$ cat src/rtl/ws2812_encoder.sv
// WS2812 transmitter: serializes 24-bit GRB words MSB first into the NRZ line code
// and appends a latch low period whenever no word is ready at a word boundary.
module ws2812_encoder #(
  parameter int T0H_CYCLES    = 20,
  parameter int T1H_CYCLES    = 40,
  parameter int BIT_CYCLES    = 63,
  parameter int TRESET_CYCLES = 2750
) (
  input  logic        i_clk,
  input  logic        i_reset_n,
  input  logic [23:0] i_data,
  input  logic        i_valid,
  output logic        o_ready,
  output logic        o_dout,
  output logic        o_busy
);

  localparam int MAX_CYCLES = (BIT_CYCLES > TRESET_CYCLES) ? BIT_CYCLES : TRESET_CYCLES;
  localparam int CW         = $clog2(MAX_CYCLES);

  typedef enum logic [1:0] {
    ST_IDLE  = 2'd0,
    ST_BIT   = 2'd1,
    ST_LATCH = 2'd2
  } state_e;

  state_e        state_q, state_d;
  logic [23:0]   shift_q, shift_d;
  logic [4:0]    bit_idx_q, bit_idx_d;
  logic [CW-1:0] phase_q, phase_d;
  logic          dout_q, dout_d;
  logic          last_bit_cycle;
  logic          bit_end;
  logic          latch_end;
  logic [CW-1:0] high_len;

  assign bit_end        = (phase_q == CW'(BIT_CYCLES - 1));
  assign latch_end      = (phase_q == CW'(TRESET_CYCLES - 1));
  assign last_bit_cycle = (state_q == ST_BIT) && bit_end && (bit_idx_q == 5'd0);

  assign o_ready = (state_q == ST_IDLE) || last_bit_cycle;
  assign o_busy  = (state_q != ST_IDLE);
  assign o_dout  = dout_q;

  always_comb begin
    state_d   = state_q;
    shift_d   = shift_q;
    bit_idx_d = bit_idx_q;
    phase_d   = phase_q;
    unique case (state_q)
      ST_IDLE: begin
        if (i_valid) begin
          state_d   = ST_BIT;
          shift_d   = i_data;
          bit_idx_d = 5'd23;
          phase_d   = '0;
        end
      end
      ST_BIT: begin
        if (bit_end) begin
          phase_d = '0;
          if (bit_idx_q != 5'd0) begin
            shift_d   = {shift_q[22:0], 1'b0};
            bit_idx_d = bit_idx_q - 5'd1;
          end else if (i_valid) begin
            shift_d   = i_data;
            bit_idx_d = 5'd23;
          end else begin
            state_d = ST_LATCH;
          end
        end else begin
          phase_d = phase_q + CW'(1);
        end
      end
      ST_LATCH: begin
        if (latch_end) begin
          state_d = ST_IDLE;
          phase_d = '0;
        end else begin
          phase_d = phase_q + CW'(1);
        end
      end
      default: begin
        state_d   = ST_IDLE;
        shift_d   = '0;
        bit_idx_d = '0;
        phase_d   = '0;
      end
    endcase
  end

  // The line level is decoded from the next-cycle state so the pin comes straight off a flop.
  always_comb begin
    high_len = shift_d[23] ? CW'(T1H_CYCLES) : CW'(T0H_CYCLES);
    dout_d   = (state_d == ST_BIT) && (phase_d < high_len);
  end

  always_ff @(posedge i_clk or negedge i_reset_n) begin
    if (!i_reset_n) begin
      state_q   <= ST_IDLE;
      shift_q   <= '0;
      bit_idx_q <= '0;
      phase_q   <= '0;
      dout_q    <= 1'b0;
    end else begin
      state_q   <= state_d;
      shift_q   <= shift_d;
      bit_idx_q <= bit_idx_d;
      phase_q   <= phase_d;
      dout_q    <= dout_d;
    end
  end

endmodule

$ cat config.mk
export PLATFORM = sky130hd
export DESIGN_NAME = ws2812_encoder
export DESIGN_NICKNAME = d
export VERILOG_FILES = /design/src/rtl/ws2812_encoder.sv
export SDC_FILE = /design/constraint.sdc
export NUM_CORES = 1
export LEC_CHECK = 0
export CAP_MARGIN = 30
export CORE_UTILIZATION = 24
export CTS_CLUSTER_DIAMETER = 120
export DETAILED_ROUTE_END_ITERATION = 12
export SLEW_MARGIN = 15
export SYNTH_ARGS = -nofsm -noshare
export SYNTH_HDL_FRONTEND = slang
export SYNTH_SLANG_ARGS = --single-unit
$ cat constraint.sdc
create_clock -name i_clk -period 4.05 [get_ports i_clk]
set_clock_uncertainty 0.1 [all_clocks]
set_input_delay 0.81 -clock i_clk [delete_from_list [all_inputs] [get_ports i_clk]]
set_output_delay 0.81 -clock i_clk [all_outputs]
set_load 0.02 [all_outputs]
After elaboration in Yosys (flattened, before gate mapping) --
Index checks and enable logic that the tools add are counted.
Word-level totals: register bits 44, input bits 27, output and inout port bits 3, word-level logic and storage cells 44
Cells by class: add/sub/neg operators 2, order comparisons 1, equal/unequal tests 6, mux-type cells 19, bitwise operators 1, reduce and logical (&&, ||, !) cells 9
Operators by type and width (count):
- $mux W24 | 3
- $pmux W24 S3 | 1
- $mux W12 | 3
- $pmux W12 S3 | 1
- $mux W5 | 3
- $pmux W5 S3 | 1
- $add A12 B1 Y12 const B | 1
- $eq A12 B12 Y1 const B | 1
- $eq A12 B6 Y1 const B | 1
- $lt A12 B6 Y1 | 1
- $mux W2 | 5
- $mux W6 | 1
- $pmux W2 S3 | 1
- $logic_not A5 Y1 | 1
- $reduce_bool A5 Y1 | 1
- $sub A5 B1 Y5 const B | 1
- $eq A2 B1 Y1 const B | 2
- $logic_and A1 B1 Y1 | 3
- $eq A2 B2 Y1 const B | 1
- $logic_not A2 Y1 | 1
- $ne A2 B2 Y1 const B | 1
- $reduce_and A2 Y1 | 1
- $reduce_bool A2 Y1 | 1
- $logic_or A1 B1 Y1 | 1
- $not A1 Y1 | 1

Longest topological paths before layout --
word-level depth 7, mapped depth 13, mapped depth without buffers 12

Worst setup path before layout --
Ideal clock, no wire load.
path kind register to register, from reg bit_idx_q[0], to reg dout_q, in the netlist o_dout, setup time 96 ps, arrival time 2662 ps, data required time 3854 ps, setup slack 1193 ps, stages on the path, launching flop included 14, path buffers 1, period minus slack after synthesis 2857 ps, cell sequence dfrtp_1 inv_1 ha_1 or4b_1 buf_6 or2_2 a21oi_1 a211oi_2 inv_1 ha_1 a21o_1 a21oi_1 o2111ai_1 nor4_2
On the way: cells in the longest elaborated chain, start to end 7, elaborated cells between the ends (all ways) 11, classes of those cells order compare: 1; eq/ne: 1; mux: 7; reduce/logical: 2
Ends and longest elaborated chain:
- start: declaration | RTL line 29 | logic [4:0] bit_idx_q, bit_idx_d;
- start signal: assignment | RTL line 108 | bit_idx_q <= bit_idx_d;
- $reduce_bool A5 Y1 | RTL line 62 | if (bit_idx_q != 5'd0) begin
- $mux W24 | RTL line 62
- $mux W24 | RTL line 60 | if (bit_end) begin
- $pmux W24 S3 | RTL line 50 | unique case (state_q)
- $mux W6 | RTL line 94 | high_len = shift_d[23] ? CW'(T1H_CYCLES) : CW'(T0H_CYCLES);
- named net high_len[3] | RTL line 35 | logic [CW-1:0] high_len;
- $lt A12 B6 Y1 | RTL line 95 | dout_d = (state_d == ST_BIT) && (phase_d < high_len);
- $logic_and A1 B1 Y1 | RTL line 95
- named net dout_d | RTL line 31 | logic dout_q, dout_d;
- end signal: assignment | RTL line 110 | dout_q <= dout_d;
- end: declaration | RTL line 31
The timed path passes the listed nets, and every way through them passes these cells. The select of a mux whose other input is x is not followed. A chain may end at the register's enable or synchronous reset.

Worst setup path in the final report --
from reg bit_idx_q[0], to out o_ready
On the way: cells in the longest elaborated chain, start to end 3
Ends and longest elaborated chain:
- $logic_not A5 Y1 | RTL line 39 | assign last_bit_cycle = (state_q == ST_BIT) && bit_end && (bit_idx_q == 5'd0);
- $logic_and A1 B1 Y1 | RTL line 39
- $logic_or A1 B1 Y1 | RTL line 41 | assign o_ready = (state_q == ST_IDLE) || last_bit_cycle;
- end: declaration | RTL line 13 | output logic o_ready,
No other way between the ends.

==> results.yml <==
outcome:
  outcome: "finished clean"
synth:
  postSynthCellCount: 256
  synth-async-reset-ratio_pct: 100
  syn_nets: 291
  synth-seq-cells: 44
  synth_edf_count: 0
  syn_avg_cell_area_um2: 10.2
  yosysWarningCount: 0
  netlist_area_mm2: 0.00260
  synth_seq_area_share_pct: 42.3
  synthFlopType: "dfrtp_1"
  ys_types: 62
finish:
  antennaDiodeCount: 0
  final_layout_size_suffix_gt1_share_pct: 12.2
  most-common-layout-cells: "44 x dfrtp_1, 28 x clkdlybuf4s50_1, 23 x and2_1"
  nFillCells: 1076
  nets: 313
  layout_commonest_cell: "dfrtp_1"
  synthToLayoutAreaGrowth_pct: 17.2
  fin_util_pct: 29.3
die:
  boundaryPins: 30
  die_h_um: 106
  start_util_pct: 25.0
  dieArea_mm2: 0.0113
  die_w_um: 106
  row_count: 37
  core_mm2: 0.0104
pwr:
  power.share.clock_pct: 15.7
  pwr-share-seq_pct: 43.4
  p_sw_uw: 690
  power.density_mw_per_mm2: 559
  comb_power_share_pct: 40.8
  internal_power_uw: 1020
  p_leak_uw: 0.00128
  ir_worst_vdd_mv: 0.162
  switching_share_pct: 40.4
cts:
  clk_pin_slew_ns: 0.09
  holdBufCountCts: 0
  htree_levels: 2
  cts_buffer_depth: 2
  tritoncts: "yes"
  clk_latency_ns: 0.29
  numCtsBuffers: 5
  post_cts_resize_count: 0
  cts_root_buf: "clkbuf_8"
  cts_setup_buffers: 0
  cts_sinks: 44
placement:
  port_buffers: 29
  routabilityCongestion: 0.795
  hpwl_um: 4140
timing:
  max_slew_margin_pct: 41.3
  worst_pin_slew_ns: 0.881
  timing.final.crit_share_pct: 87.5
  min_period_ns: 3.54
  setup_tns_ns: 0
  final_max_slew_viol_count: 0
  rsz0062_at_grt: "no"
  finalHoldViolCount: 0
  setup_violations: 0
  fmax_mhz: 282
  worst_hold_slack_ns: 0.348
detailed_routing:
  dr.pass1.iters: 4
  vias_per_cell: 4.95
  postRouteAntennaNets: 0
  wl_um: 5900
  drtIter0Drc: 143
  avgRoutedWirePerCell_um: 14.2
  vias: 2051
  drc_errors: 0
setup_path:
  start_kind: "flip-flop"
  crit_arrival_ns: 2.63
  reg2reg_depth: 12
  worst-setup-path-type: "flip-flop to output pin"
  cp.required_ns: 3.14
  endpoint_kind: "output pin"
  crit_path_max_fanout: 9
global_routing:
  grt_max_degree: 29
  antenna_found_initial: 0
  gr-total-overflow: 0
  grt_pass1_wl_um: 9920
  grt_usage_pct: 11.0
  grt_pass1_vias: 2001
run:
  cap_viol_max_count: 0
min_path:
  hp-class: "input pin to async pin"
[final timing paths]
check                              end          from  slack [ns]
max in group asynchronous   state_q[1]     i_reset_n        3.02
setup reg to reg                o_dout  bit_idx_q[0]        0.86
min in group i_clk         shift_q[16]   shift_q[15]        0.41
hold reg to reg            shift_q[16]   shift_q[15]        0.41
setup / recovery               o_ready  bit_idx_q[0]        0.51
hold / removal             shift_q[20]     i_reset_n        0.35
[final cells by class]
cell class	instances	area [µm²]	area share, %
Multi-Input combinational cell	186	1350	44.1
Sequential cell	44	1100	36.1
Timing Repair Buffer	32	320	10.5
Tap cell	136	170	5.57
Clock buffer	5	68.8	2.25
Inverter	9	33.8	1.11
Clock inverter	2	12.5	0.410
[critical path, stage by stage, from the launching register on]
cell             delay (ns)
dfrtp_1                0.43
inv_1                  0.10
ha_1                   0.17
or4b_1                 0.63
o21a_4                 0.29
nor2_2                 0.08
clkdlybuf4s50_1        0.63
[per-layer routing]
| layer | track usage [%] | vias up | part of all wire, % |
|---|---|---|---|
| li1 | - | 996 | - |
| met1 | 15.3 | 1010 | 49 |
| met2 | 16.9 | 38 | 46 |
| met3 | 2.33 | 7 | 3.4 |
| met4 | 3.17 | 0 | 1.1 |
| met5 | 0 | - | 0 |
[cell families after synthesis]
family | synth area share (%)
buffers and inverters | 6.00
DFF | 42.3
and+or+nand+nor | 21.8
xor gates and xnor gates | 1.35
adders and majority gates | 3.84
AOI/OAI and AO/OA | 23.2
muxes | 1.59
[per-stage QoR]
stage / instance area [µm²] / power, µW / setup slack (ns) / instances
after floorplan: 2610 / 1290 / 1.19 / 256
after global placement: 2950 / 1420 / 0.757 / 406
after detailed placement: 2970 / 1440 / 0.691 / 407
after CTS: 3050 / 1710 / 0.489 / 414
after global routing: 3050 / 1850 / 0.340 / 414
final: 3050 / 1710 / 0.506 / 414
[sequential cells by signal (all words and copies together), names as in the netlist]
register	cells
bit_idx_q	5
o_dout	1
phase_q	12
shift_q	24
state_q	2
[power by group through the flow]
stage | sequential, µW | combinational, µW | clock [µW]
final | 741 | 697 | 269
after CTS | 738 | 699 | 277
after detailed placement | 743 | 694 | 0
after global routing | 769 | 785 | 294
after global placement | 742 | 679 | 0
after floorplan | 674 | 614 | 0
[Yosys cell counts (3+ instances only)]
library cell / n / area [µm²]
buf_6: 4 / 45.0
o21ai_0: 9 / 45.0
inv_1: 9 / 33.8
mux2i_1: 3 / 30.0
nand4_1: 3 / 18.8
o22ai_1: 4 / 25.0
nand3_1: 8 / 40.0
nand2b_1: 5 / 31.3
a221o_2: 3 / 33.8
and2_2: 3 / 22.5
dfrtp_1: 44 / 1100
ha_1: 8 / 100
and2_1: 23 / 144
a221o_1: 19 / 190
nand2_1: 15 / 56.3
a21oi_1: 15 / 75.1
buf_4: 3 / 22.5
buf_2: 3 / 15.0
or2_2: 4 / 25.0
nor2_1: 14 / 52.6
clkbuf_1: 5 / 18.8
Note: power is estimated with default switching activity, not from simulation.
